$ cat config.mk
export PLATFORM = sky130hd
export DESIGN_NAME = morse_rx
export DESIGN_NICKNAME = d
export VERILOG_FILES = /design/src/rtl/morse_pkg.sv /design/src/rtl/morse2ascii.sv /design/src/rtl/morse_rx.sv
export SDC_FILE = /design/constraint.sdc
export NUM_CORES = 1
export LEC_CHECK = 0
export ABC_AREA = 1
export BUFFER_PORTS_ARGS = -buffer_cell sky130_fd_sc_hd__buf_2
export CELL_PAD_IN_SITES_DETAIL_PLACEMENT = 1
export CELL_PAD_IN_SITES_GLOBAL_PLACEMENT = 1
export CORE_ASPECT_RATIO = 0.75
export CORE_MARGIN = 3
export CORE_UTILIZATION = 35
export DETAILED_ROUTE_END_ITERATION = 10
export PLACE_DENSITY_LB_ADDON = 0.1
export SETUP_SLACK_MARGIN = 0.4
export SLEW_MARGIN = 25
export SYNTH_ARGS = -nofsm -noshare
export SYNTH_HDL_FRONTEND = slang
export SYNTH_HIERARCHICAL = 1
export SYNTH_SLANG_ARGS = --single-unit
export TNS_END_PERCENT = 100
$ cat constraint.sdc
create_clock -name clk_morse -period 5.9 [get_ports clk_morse]
set_input_delay 0.295 -clock clk_morse [delete_from_list [all_inputs] [get_ports clk_morse]]
set_output_delay 0.295 -clock clk_morse [all_outputs]
set_load 0.01 [all_outputs]
$ cat src/rtl/morse_pkg.sv
// Shared Morse definitions: unit timing, state encoding and decode key.
package morse_pkg;

    localparam int DOT      = 1;
    localparam int DASH     = 3;
    localparam int ELEM_GAP = 1;
    localparam int CHAR_GAP = 3;
    localparam int WORD_GAP = 7;

    localparam logic [7:0] ASCII_SPACE = 8'h20;

    localparam logic [1:0] ST_IDLE  = 2'd0;
    localparam logic [1:0] ST_MARK  = 2'd1;
    localparam logic [1:0] ST_SPACE = 2'd2;

    typedef struct packed {
        logic [2:0] len;
        logic [5:0] pattern;
    } morse_key_t;

    function automatic logic [2:0] sat_inc3(input logic [2:0] v);
        return (v == 3'd7) ? v : v + 3'd1;
    endfunction

endpackage

$ cat src/rtl/morse2ascii.sv
// Combinational Morse-to-ASCII lookup; 1 = dash, first element is the
// most significant used bit. Unknown patterns return 8'h00.
module morse2ascii
    import morse_pkg::*;
(
    input  morse_key_t i_key,
    output logic [7:0] o_ascii
);

    always_comb begin
        o_ascii = 8'h00;
        case (i_key)
            {3'd2, 6'b000001}: o_ascii = "A";
            {3'd4, 6'b001000}: o_ascii = "B";
            {3'd4, 6'b001010}: o_ascii = "C";
            {3'd3, 6'b000100}: o_ascii = "D";
            {3'd1, 6'b000000}: o_ascii = "E";
            {3'd4, 6'b000010}: o_ascii = "F";
            {3'd3, 6'b000110}: o_ascii = "G";
            {3'd4, 6'b000000}: o_ascii = "H";
            {3'd2, 6'b000000}: o_ascii = "I";
            {3'd4, 6'b000111}: o_ascii = "J";
            {3'd3, 6'b000101}: o_ascii = "K";
            {3'd4, 6'b000100}: o_ascii = "L";
            {3'd2, 6'b000011}: o_ascii = "M";
            {3'd2, 6'b000010}: o_ascii = "N";
            {3'd3, 6'b000111}: o_ascii = "O";
            {3'd4, 6'b000110}: o_ascii = "P";
            {3'd4, 6'b001101}: o_ascii = "Q";
            {3'd3, 6'b000010}: o_ascii = "R";
            {3'd3, 6'b000000}: o_ascii = "S";
            {3'd1, 6'b000001}: o_ascii = "T";
            {3'd3, 6'b000001}: o_ascii = "U";
            {3'd4, 6'b000001}: o_ascii = "V";
            {3'd3, 6'b000011}: o_ascii = "W";
            {3'd4, 6'b001001}: o_ascii = "X";
            {3'd4, 6'b001011}: o_ascii = "Y";
            {3'd4, 6'b001100}: o_ascii = "Z";
            {3'd5, 6'b011111}: o_ascii = "0";
            {3'd5, 6'b001111}: o_ascii = "1";
            {3'd5, 6'b000111}: o_ascii = "2";
            {3'd5, 6'b000011}: o_ascii = "3";
            {3'd5, 6'b000001}: o_ascii = "4";
            {3'd5, 6'b000000}: o_ascii = "5";
            {3'd5, 6'b010000}: o_ascii = "6";
            {3'd5, 6'b011000}: o_ascii = "7";
            {3'd5, 6'b011100}: o_ascii = "8";
            {3'd5, 6'b011110}: o_ascii = "9";
            {3'd6, 6'b010101}: o_ascii = ".";
            {3'd6, 6'b110011}: o_ascii = ",";
            {3'd6, 6'b001100}: o_ascii = "?";
            {3'd5, 6'b010010}: o_ascii = "/";
            {3'd5, 6'b010001}: o_ascii = "=";
            default:           o_ascii = 8'h00;
        endcase
    end

endmodule

$ cat src/rtl/morse_rx.sv
// Morse receiver: classifies mark/space run lengths on the synchronised
// line and emits one ASCII byte per character on a valid/ready output.
module morse_rx
    import morse_pkg::*;
#(
    parameter int SYNC_STAGES  = 2,
    parameter int DASH_MIN     = (DOT + DASH) / 2,
    parameter int CHAR_GAP_MIN = (ELEM_GAP + CHAR_GAP) / 2,
    parameter int WORD_GAP_MIN = (CHAR_GAP + WORD_GAP) / 2,
    parameter int MAX_ELEMS    = 6
) (
    input  logic       clk_morse,
    input  logic       arst_n,
    input  logic       morse_in,
    output logic [7:0] ascii_out,
    output logic       ascii_valid,
    input  logic       ascii_ready,
    output logic       err_decode,
    output logic       err_overflow
);

    logic [SYNC_STAGES-1:0] r_sync;
    logic                   w_s;

    logic [1:0]           r_state, w_state_nx;
    logic [2:0]           r_mark_cnt, w_mark_nx;
    logic [2:0]           r_space_cnt, w_space_nx;
    logic [2:0]           r_elem_cnt, w_elem_nx;
    logic [MAX_ELEMS-1:0] r_pattern, w_pat_nx;
    logic                 r_overrun, w_ovr_nx;
    logic                 r_word_pending, w_wp_nx;

    logic       w_emit;
    logic       w_dec_err;
    logic [7:0] w_emit_byte;
    logic [7:0] w_ascii;
    morse_key_t w_key;

    logic [7:0] r_ascii;
    logic       r_valid;
    logic       r_err_decode;
    logic       r_err_overflow;

    always_ff @(posedge clk_morse or negedge arst_n) begin
        if (!arst_n) begin
            r_sync <= '0;
        end else begin
            r_sync <= {r_sync[SYNC_STAGES-2:0], morse_in};
        end
    end

    assign w_s = r_sync[SYNC_STAGES-1];

    assign w_key.len     = r_elem_cnt;
    assign w_key.pattern = 6'(r_pattern);

    morse2ascii u_dec (
        .i_key   (w_key),
        .o_ascii (w_ascii)
    );

    always_comb begin
        w_state_nx  = r_state;
        w_mark_nx   = r_mark_cnt;
        w_space_nx  = r_space_cnt;
        w_elem_nx   = r_elem_cnt;
        w_pat_nx    = r_pattern;
        w_ovr_nx    = r_overrun;
        w_wp_nx     = r_word_pending;
        w_emit      = 1'b0;
        w_emit_byte = 8'h00;
        w_dec_err   = 1'b0;
        case (r_state)
            ST_IDLE: begin
                if (w_s) begin
                    w_state_nx = ST_MARK;
                    w_mark_nx  = 3'd1;
                end
            end
            ST_MARK: begin
                if (w_s) begin
                    w_mark_nx = sat_inc3(r_mark_cnt);
                end else begin
                    if (r_elem_cnt == 3'(MAX_ELEMS)) begin
                        w_ovr_nx = 1'b1;
                    end else begin
                        w_pat_nx  = {r_pattern[MAX_ELEMS-2:0],
                                     (r_mark_cnt >= 3'(DASH_MIN))};
                        w_elem_nx = r_elem_cnt + 3'd1;
                    end
                    w_state_nx = ST_SPACE;
                    w_space_nx = 3'd1;
                end
            end
            ST_SPACE: begin
                if (w_s) begin
                    w_state_nx = ST_MARK;
                    w_mark_nx  = 3'd1;
                end else begin
                    w_space_nx = sat_inc3(r_space_cnt);
                    if (w_space_nx == 3'(CHAR_GAP_MIN)) begin
                        if (r_overrun || (w_ascii == 8'h00)) begin
                            w_dec_err = 1'b1;
                        end else begin
                            w_emit      = 1'b1;
                            w_emit_byte = w_ascii;
                        end
                        w_pat_nx  = '0;
                        w_elem_nx = 3'd0;
                        w_ovr_nx  = 1'b0;
                        w_wp_nx   = 1'b1;
                    end
                    // word gap ends the space run whether or not a word is open
                    if (w_space_nx == 3'(WORD_GAP_MIN)) begin
                        if (r_word_pending) begin
                            w_emit      = 1'b1;
                            w_emit_byte = ASCII_SPACE;
                        end
                        w_wp_nx    = 1'b0;
                        w_state_nx = ST_IDLE;
                    end
                end
            end
            default: begin
                w_state_nx = ST_IDLE;
            end
        endcase
    end

    always_ff @(posedge clk_morse or negedge arst_n) begin
        if (!arst_n) begin
            r_state        <= ST_IDLE;
            r_mark_cnt     <= 3'd0;
            r_space_cnt    <= 3'd0;
            r_elem_cnt     <= 3'd0;
            r_pattern      <= '0;
            r_overrun      <= 1'b0;
            r_word_pending <= 1'b0;
        end else begin
            r_state        <= w_state_nx;
            r_mark_cnt     <= w_mark_nx;
            r_space_cnt    <= w_space_nx;
            r_elem_cnt     <= w_elem_nx;
            r_pattern      <= w_pat_nx;
            r_overrun      <= w_ovr_nx;
            r_word_pending <= w_wp_nx;
        end
    end

    always_ff @(posedge clk_morse or negedge arst_n) begin
        if (!arst_n) begin
            r_ascii        <= 8'h00;
            r_valid        <= 1'b0;
            r_err_decode   <= 1'b0;
            r_err_overflow <= 1'b0;
        end else begin
            r_err_decode   <= w_dec_err;
            r_err_overflow <= 1'b0;
            if (w_emit) begin
                if (!r_valid || ascii_ready) begin
                    r_ascii <= w_emit_byte;
                    r_valid <= 1'b1;
                end else begin
                    r_err_overflow <= 1'b1;
                end
            end else if (r_valid && ascii_ready) begin
                r_valid <= 1'b0;
            end
        end
    end

    assign ascii_out    = r_ascii;
    assign ascii_valid  = r_valid;
    assign err_decode   = r_err_decode;
    assign err_overflow = r_err_overflow;

endmodule

==> impl_metrics.ini, run 1 <==
[status]
status = complete, no violations

[synthesis]
synth_area_leader_cell = dfrtp_1
synth_area_per_cell_um2 = 6.84
synth_top_family_by_area = simple AND/OR/NAND/NOR gates
synthMuxAreaShare = 0
synth_edf_count = 0
synth_compound_area_frac = 0.0715
ys_seq_area_frac = 0.332
synth-simple-area-share = 0.457
ys_top_cells_by_area = dfrtp_1 (33%), nand2_1 (14%), nand3_1 (8.7%)
yosysTopAreaCellShare = 0.332
syn_nets = 365
ys_types = 36
async_reset_ff_frac = 1.00
synthAdderAreaFrac = 0.0415
syn_inst = 353
yosys_warnings = 6
ys_ff_latch = 32
synthFlopType = dfrtp_1
synth_area_um2 = 2410
synth_xor_area_frac = 0.00363

[sta]
slew_violations = 0
max_freq_mhz = 385
tightest_slew_ps = 733
period_needed_ps = 2600
max_slew_margin = 0.511
rsz0062_at_grt = false
final-setup-viol-count = 0
timing.hold.ws_ps = 60.7
skew_ps = 4.20
period_share = 0.440
timing.final.hold_violations = 0
tns_ps = 0

[power_and_ir_drop]
leakage_nw = 1.44
power-per-cell-area_nw_per_um2 = 435
ir_worst_vdd_uv = 212

[critical_path]
critPathArrivalTime_ps = 2760
worstPathRequired_ps = 6060
crit_path_start_kind = register
slowest_stage = dfrtp_1
crit_chain = inv_4 > nand3_1 > nor2_2 > nand2_1 > nand2_1 > nor3_1 > nand3_1 > inv_1 > nand2_1 > nor2_1 > nand2_1 > nand3_4 > nand2_8 > nand2_4 > nand2_1
endpoint_kind = register
slowest_delay_ps = 680
crit_fanout = 14
cp_common_cell = nand2_1
crit_type = register to register

[cells_and_area]
fin_nets = 382
fillCellCount = 841
utilization = 0.412
drive_gt1_frac = 0.154
syn_to_final_growth_pct = 10.6
diodes = 0
finalInstanceArea_um2 = 2670
instances_no_fill = 452

[global_route]
grt_pass1_vias = 2344
gr-total-overflow = 0
antenna_found_initial = 0
grt_use_total = 0.192
grt_start_max_net_pins = 33
grt_pass1_wl_um = 11800

[flow_run]
max_cap_violations = 0

[clock_network]
post-cts-setup-buffers = 0
clkTransAtPathRegs_ps = 80
worstSkewPairLatency_ps = 280
cts_tree = built
cts_root_buf = clkbuf_8
clock_sinks = 32
cts_max_path_buffers = 2
cts_buffers = 5
post_cts_resized = 0
cts_hold_buf = 0
cts.htree.levels = 2

[die]
die-area_um2 = 7940
fp.dieW_um = 102
coreArea_um2 = 6470
start_util = 0.373
io_pins = 15
die_y_um = 77.9
num_rows = 25

[drt]
ant_nets = 0
drc = 0
dr.pass1.iters = 5
wire_per_inst_um = 15.4
wirelength_um = 6960
drt_iter0_drc = 177
via_per_inst = 5.18
vias = 2342

[min_path]
hp-class = primary input to async pin

[placed_design]
dpl.hpwl_um = 5620
portBuffers = 14
placed_area_um2 = 2560
gp_congestion = 0.917
dp_cells = 444
[sequential cells by signal (all words and copies together) (netlist names)]
signal / cells
ascii_out: 8
ascii_valid: 1
err_decode: 1
err_overflow: 1
r_elem_cnt: 3
r_mark_cnt: 3
r_overrun: 1
r_pattern: 6
r_space_cnt: 3
r_state: 2
r_sync: 2
r_word_pending: 1
[worst paths after layout]
| kind | from | to | slack (ps) | depth (start not counted) |
|---|---|---|---|---|
| worst max-delay path | r_elem_cnt[2] | ascii_valid | 3300 | 15 |
| worst min-delay path | arst_n | err_overflow | 60 | 1 |
| worst max register to register | r_elem_cnt[2] | ascii_valid | 3300 | 15 |
| worst min register to register | r_sync[0] | r_sync[1] | 360 | 0 |
| max in group asynchronous | arst_n | r_pattern[3] | 5370 | 1 |
| min in group clk_morse | morse_in | r_sync[0] | 110 | 1 |
[metal layers]
| metal | up-vias | track usage | share of wire |
|---|---|---|---|
| met4 | 0 | 0.0485 | 0.015 |
| met1 | 1098 | 0.283 | 0.50 |
| li1 | 1168 | - | - |
| met5 | - | 0 | 0 |
| met2 | 64 | 0.268 | 0.41 |
| met3 | 12 | 0.0611 | 0.077 |
[cells in the mapped netlist, drive strengths merged (3+ instances only)]
cell type	n
a21oi	6
buf	3
nor3	8
nand4	8
dfrtp	32
o22ai	7
o21ai	11
inv	52
nand2	96
nand3	48
ha	8
nor2	61
[worst max-delay path, delay by kind of cell (launching register included)]
family	cells	cell delay, ps
flops	1	680
buf+inv	2	210
simple gates	13	1570
[metrics by stage]
stage | total power [W] | setup slack (ps)
2_1_floorplan | 0.000783 | 3920
3_3_place_gp | 0.000940 | 3420
3_5_place_dp | 0.000939 | 3330
4_1_cts | 0.00116 | 3310
5_1_grt | 0.00127 | 3020
6_report | 0.00116 | 3300
[power by group]
part | leakage (nW) | total (W) | internal, W | switching (W)
combinational | 0.965 | 0.000584 | 0.000177 | 0.000407
sequential | 0.420 | 0.000360 | 0.000269 | 0.0000907
clock | 0.0541 | 0.000217 | 0.000125 | 0.0000917
[logic make-up after synthesis]
family | count (synthesis)
and+or+nand+nor | 226
buffers and inverters | 56
DFF | 32
AOI/OAI and AO/OA | 29
adders and majority gates | 8
xor gates and xnor gates | 1
other | 1
[cell type report]
class	count	area (um2)	area share
Clock buffer	5	68.8	0.0258
Clock inverter	3	42.5	0.0159
Inverter	52	198	0.0741
Sequential cell	32	801	0.300
Tap cell	81	101	0.0380
Multi-Input combinational cell	265	1390	0.520
Timing Repair Buffer	14	70.1	0.0263
[cells in the final DEF (no fill, tap or decap), types with 2 or more instances in the layout]
| master | Yosys | layout |
|---|---|---|
| o21ai_0 | 10 | 10 |
| nand3b_1 | 2 | 2 |
| nor3_1 | 7 | 7 |
| clkbuf_8 | 0 | 5 |
| nand3_2 | 3 | 3 |
| nand2_1 | 87 | 87 |
| nor2_2 | 4 | 4 |
| o211ai_1 | 2 | 2 |
| inv_1 | 45 | 45 |
| buf_2 | 1 | 14 |
| ha_1 | 8 | 8 |
| nand2_2 | 7 | 7 |
| nand4_1 | 8 | 8 |
| o22ai_1 | 7 | 7 |
| a21oi_1 | 6 | 6 |
| inv_2 | 6 | 6 |
| dfrtp_1 | 32 | 32 |
| nand3_4 | 3 | 3 |
| nor2_1 | 52 | 52 |
| nor2_4 | 5 | 5 |
| nand3_1 | 42 | 42 |
No activity file was read; power rests on OpenSTA's default activity.
==> inputs of run 2 (changes only) <==
- clock period: 5.9 -> 2.2 ns (I/O delays scaled with it)
==> impl_metrics.ini, run 2 (synthesized netlist as in run 1, its figures left out) <==
[drt]
drt_iter0_drc = 141
drc = 0
ant_nets = 0
vias = 2740
dr.pass1.iters = 4
wirelength_um = 9060
wire_per_inst_um = 17.1
via_per_inst = 5.16

[die]
die_y_um = 77.9
start_util = 0.373
io_pins = 15
die-area_um2 = 7940
fp.dieW_um = 102
coreArea_um2 = 6470
num_rows = 25

[power_and_ir_drop]
ir_worst_vdd_uv = 762
power-per-cell-area_nw_per_um2 = 1380
leakage_nw = 1.90

[clock_network]
worstSkewPairLatency_ps = 290
cts.htree.levels = 2
cts_root_buf = clkbuf_8
clock_sinks = 32
clkTransAtPathRegs_ps = 70
cts_tree = built
cts_max_path_buffers = 2
cts_buffers = 5

[placed_design]
dp_worst_setup_slack_ps = -171
placed_area_um2 = 3000
portBuffers = 14
dp_cells = 489
gp_congestion = 0.932
dpl.hpwl_um = 6030

[critical_path]
endpoint_kind = register
worst-r2r-setup-slack_ps = -230
crit_type = register to register
slowest_delay_ps = 480
reg2reg_from = r_elem_cnt[1]
crit_chain = inv_4 > nand2_8 > buf_4 > nor2_2 > nand2_1 > nand2_1 > o21ai_0 > nand2_1 > nor2_1 > nand3_1 > inv_2 > nand2_2 > nor2_2 > nand2_2 > nand3_4 > nand2_8 > nand2_8 > nand2_2 > nand2_1
slowest_stage = dfrtp_2
worstPathRequired_ps = 2370
crit_fanout = 8
cp_common_cell = nand2_1
crit_path_start_kind = register
rr_endpoint = ascii_out[6]
worst_r2r_path_depth = 19
critPathArrivalTime_ps = 2600

[sta]
worst_slack_ps = -231
max_slew_margin = 0.500
slew_violations = 0
final-setup-viol-count = 10
skew_ps = 6.08
timing.final.hold_violations = 0
period_share = 1.10
max_freq_mhz = 411
rsz0062_at_grt = true
tightest_slew_ps = 750
period_needed_ps = 2430

[cells_and_area]
syn_to_final_growth_pct = 56.4
layout_commonest_cell = buf_4
regArea_um2 = 812
drive_gt1_frac = 0.538
fin_nets = 461
final_cell_mix = buf_4 (66), nand2_1 (56), nand2_2 (29), inv_1 (27), nor2_1 (27)
instances_no_fill = 531
multiInputGateArea_um2 = 1850
largest_register_ffs = 8
fillCellCount = 792
finalInstanceArea_um2 = 3770
diodes = 0

[global_route]
grt_pass1_wl_um = 14100
antenna_found_initial = 0
grt_use_total = 0.227
gr-total-overflow = 0
grt_start_max_net_pins = 33
grt_pass1_vias = 2826

[min_path]
hp-class = register to register
min_to = r_sync[1]
hold_depth = 0
min_from = r_sync[0]

[flow_run]
max_cap_violations = 0

[status]
failed_checks = negative setup slack
status = finished with violations
run 2: cell types whose count changed in the layout (fill, tap and decap cells not counted), sizes merged:
cell,before,now
inv,52,51
nand2,96,98
dlygate4sd3,0,2
clkinvlp,1,2
buf,14,89
run 2: area by class of cell:
cell class | instances | share of cell area
clock inverters | 3 | 0.0113
flip-flops and latches | 32 | 0.215
inverters | 52 | 0.0567
multi-input cells | 267 | 0.490
well taps | 81 | 0.0268
repair buffers | 91 | 0.182
clock buffers | 5 | 0.0182
run 2: per-layer routing:
metal  wire length, um  vias up  track usage
met5                 0        -            0
met4               120        0       0.0550
met3               354       13       0.0332
met2              4330       52        0.354
met1              4260     1339        0.331
li1                  -     1336            -
run 2: critical path: cells and delay by family (launching register included):
| kind | cells | cell delay (ps) |
|---|---|---|
| AND/OR/NAND/NOR | 15 | 1390 |
| AO/OA/AOI/OAI | 1 | 100 |
| buffers and inverters | 3 | 330 |
| flip-flops | 1 | 480 |
run 2: power breakdown:
group | switching (W) | internal [W]
clock network | 0.000237 | 0.000335
registers | 0.000266 | 0.000738
logic | 0.00197 | 0.00168
run 2: how the worst max path moves through the flow:
stage | endpoint | cells after the start | startpoint | slack (ps)
after detailed placement | ascii_out[6] | 17 | r_elem_cnt[2] | -170
after global routing | ascii_out[6] | 19 | r_elem_cnt[1] | -400
after floorplan | ascii_out[0] | 17 | r_elem_cnt[2] | 260
after global placement | ascii_out[6] | 17 | r_elem_cnt[2] | -100
after CTS | ascii_out[6] | 17 | r_elem_cnt[0] | -40
final | ascii_out[6] | 19 | r_elem_cnt[1] | -230
run 2: per-stage QoR:
| step | TNS (ps) | util | hold slack [ps] | power, W |
|---|---|---|---|---|
| global route | -3760 | 0.583 | 375 | 0.00560 |
| detailed placement | -1320 | 0.463 | 220 | 0.00326 |
| finish | -1880 | 0.583 | 355 | 0.00523 |
| global placement | -759 | 0.463 | 221 | 0.00322 |
| CTS | -265 | 0.540 | 356 | 0.00461 |
| floorplan | 0 | - | -186 | 0.00227 |
run 2: timing repair:
item	in CTS	in global routing
pin swaps	31	23
endpoints found under the setup margin	11	18
resized for setup	68	55
hold endpoints to repair	33	0
setup buffers	20	10
gates cloned	2	0
hold buffers	2	0
==> inputs of run 3 (changes only) <==
- PLACE_DENSITY: unset -> 0.63
- PLACE_DENSITY_LB_ADDON: 0.1 -> unset
- clock period: 2.2 -> 2.7 ns (I/O delays scaled with it)
==> impl_metrics.ini, run 3 (synthesized netlist as in run 1, its figures left out) <==
[status]
status = complete, no violations

[power_and_ir_drop]
sw_frac_of_total = 0.516
power_switching_w = 0.00170
leakage_nw = 1.62
p_int_w = 0.00159
comb_power_share = 0.607
power-per-cell-area_nw_per_um2 = 1010
p_seq_frac = 0.249
power.clock.fraction = 0.144
ir_worst_vdd_uv = 484

[clock_network]
clkTransAtPathRegs_ps = 80
cts_root_buf = clkbuf_8
cts_buffers = 5
cts.htree.levels = 2
clock_sinks = 32
cts_tree = built
cts_max_path_buffers = 2
worstSkewPairLatency_ps = 290

[drt]
ant_nets = 0
wirelength_um = 7870
vias = 2506
drc = 0
via_per_inst = 5.25
dr.pass1.iters = 4
drt_iter0_drc = 104
wire_per_inst_um = 16.5

[placed_design]
dpl.hpwl_um = 5570
portBuffers = 14
gp_congestion = 0.902
dp_cells = 444

[sta]
final-setup-viol-count = 0
max_slew_margin = 0.490
slew_violations = 0
timing.final.hold_violations = 0
skew_ps = 8.27
tns_ps = 0
rsz0062_at_grt = true
period_needed_ps = 2330
max_freq_mhz = 428
period_share = 0.864
tightest_slew_ps = 765

[global_route]
grt_pass1_vias = 2412
grt_pass1_wl_um = 12300
antenna_found_initial = 0
gr-total-overflow = 0
grt_start_max_net_pins = 33
grt_use_total = 0.198

[cells_and_area]
multiInputGateArea_um2 = 1750
regArea_um2 = 812
fillCellCount = 817
layout_commonest_cell = nand2_1
final_cell_mix = nand2_1 (58), inv_1 (38), nor2_1 (31), nand3_1 (31), nand2_2 (30)
fin_nets = 407
instances_no_fill = 477
largest_register_ffs = 8
diodes = 0
syn_to_final_growth_pct = 34.3
drive_gt1_frac = 0.409

[critical_path]
worstPathRequired_ps = 2870
crit_path_start_kind = register
crit_fanout = 8
critPathArrivalTime_ps = 2510
crit_type = register to register
endpoint_kind = register

[die]
start_util = 0.373
die_y_um = 77.9
fp.dieW_um = 102
num_rows = 25
coreArea_um2 = 6470
die-area_um2 = 7940
io_pins = 15

[min_path]
hp-class = register to register

[flow_run]
max_cap_violations = 0
[run 3: cell count changes in the layout (fill, tap and decap cells not counted), moves of 4 or more]
cell and change:
nand3_2 -5, inv_2 -10, buf_4 -49, inv_1 +11, nor2_1 +4, buf_6 -5
nand3_1 +7
[run 3: final timing paths]
| kind | from | to | slack, ps | cells past startpoint |
|---|---|---|---|---|
| setup / recovery | r_pattern[1] | ascii_out[5] | 370 | 17 |
| hold / removal | r_sync[0] | r_sync[1] | 350 | 0 |
| setup reg to reg | r_pattern[1] | ascii_out[5] | 370 | 17 |
| hold reg to reg | r_sync[0] | r_sync[1] | 350 | 0 |
| max in group asynchronous | arst_n | r_pattern[0] | 1700 | 2 |
| min in group asynchronous | arst_n | ascii_out[3] | 450 | 2 |
[run 3: power by group through the flow]
stage,combinational (W),clock (W),sequential [W]
2_1_floorplan,0.000975,0,0.000736
3_3_place_gp,0.00126,0,0.000788
3_5_place_dp,0.00125,0,0.000795
4_1_cts,0.00143,0.000485,0.000788
5_1_grt,0.00219,0.000508,0.000843
6_report,0.00199,0.000473,0.000819
[run 3: what timing repair did]
item	in CTS	in global routing
gates cloned	0	2
setup endpoints to repair	10	10
hold buffers	2	0
resized for setup	24	92
endpoints found under the hold margin	33	0
pin swaps	2	20
buffers inserted	8	13
[run 3: per-stage QoR]
step | hold WS, ps | power (W) | utilization | area (um2) | setup WS (ps)
2_1_floorplan | -161 | 0.00171 | - | 2410 | 716
3_3_place_gp | 244 | 0.00204 | 0.395 | 2560 | 198
3_5_place_dp | 245 | 0.00205 | 0.395 | 2560 | 161
4_1_cts | 355 | 0.00270 | 0.433 | 2810 | 408
5_1_grt | 365 | 0.00355 | 0.500 | 3240 | 201
6_report | 353 | 0.00329 | 0.500 | 3240 | 366
[run 3: final cells by class]
| type | instances | share of cell area |
|---|---|---|
| Tap cell | 81 | 0.0313 |
| Inverter | 52 | 0.0633 |
| Clock inverter | 3 | 0.0131 |
| Clock buffer | 5 | 0.0212 |
| Timing Repair Buffer | 37 | 0.0811 |
| Sequential cell | 32 | 0.251 |
| Multi-Input combinational cell | 267 | 0.539 |
[run 3: routing by layer]
layer	share of wire	up-vias	routed length [um]	track usage
met4	0.0042	0	33	0.0315
met5	0	-	0	0
met3	0.043	5	335	0.0359
met1	0.50	1221	3900	0.309
met2	0.46	53	3600	0.285
li1	-	1227	-	-
[run 3: critical path, cell delays in order (launching register included)]
cell and delay, ps:
dfrtp_2 470, nor2_2 220, inv_2 120, nor2_2 150, nand2_2 90, and2_4 170
nand2_2 70, nor2_1 40, nand3_1 110, inv_2 40, nand2_2 70, nor2_4 50
nand2_4 70, nand3_4 150, nand2_8 170, nand2_8 80, nand2_2 90, nand2_1 50
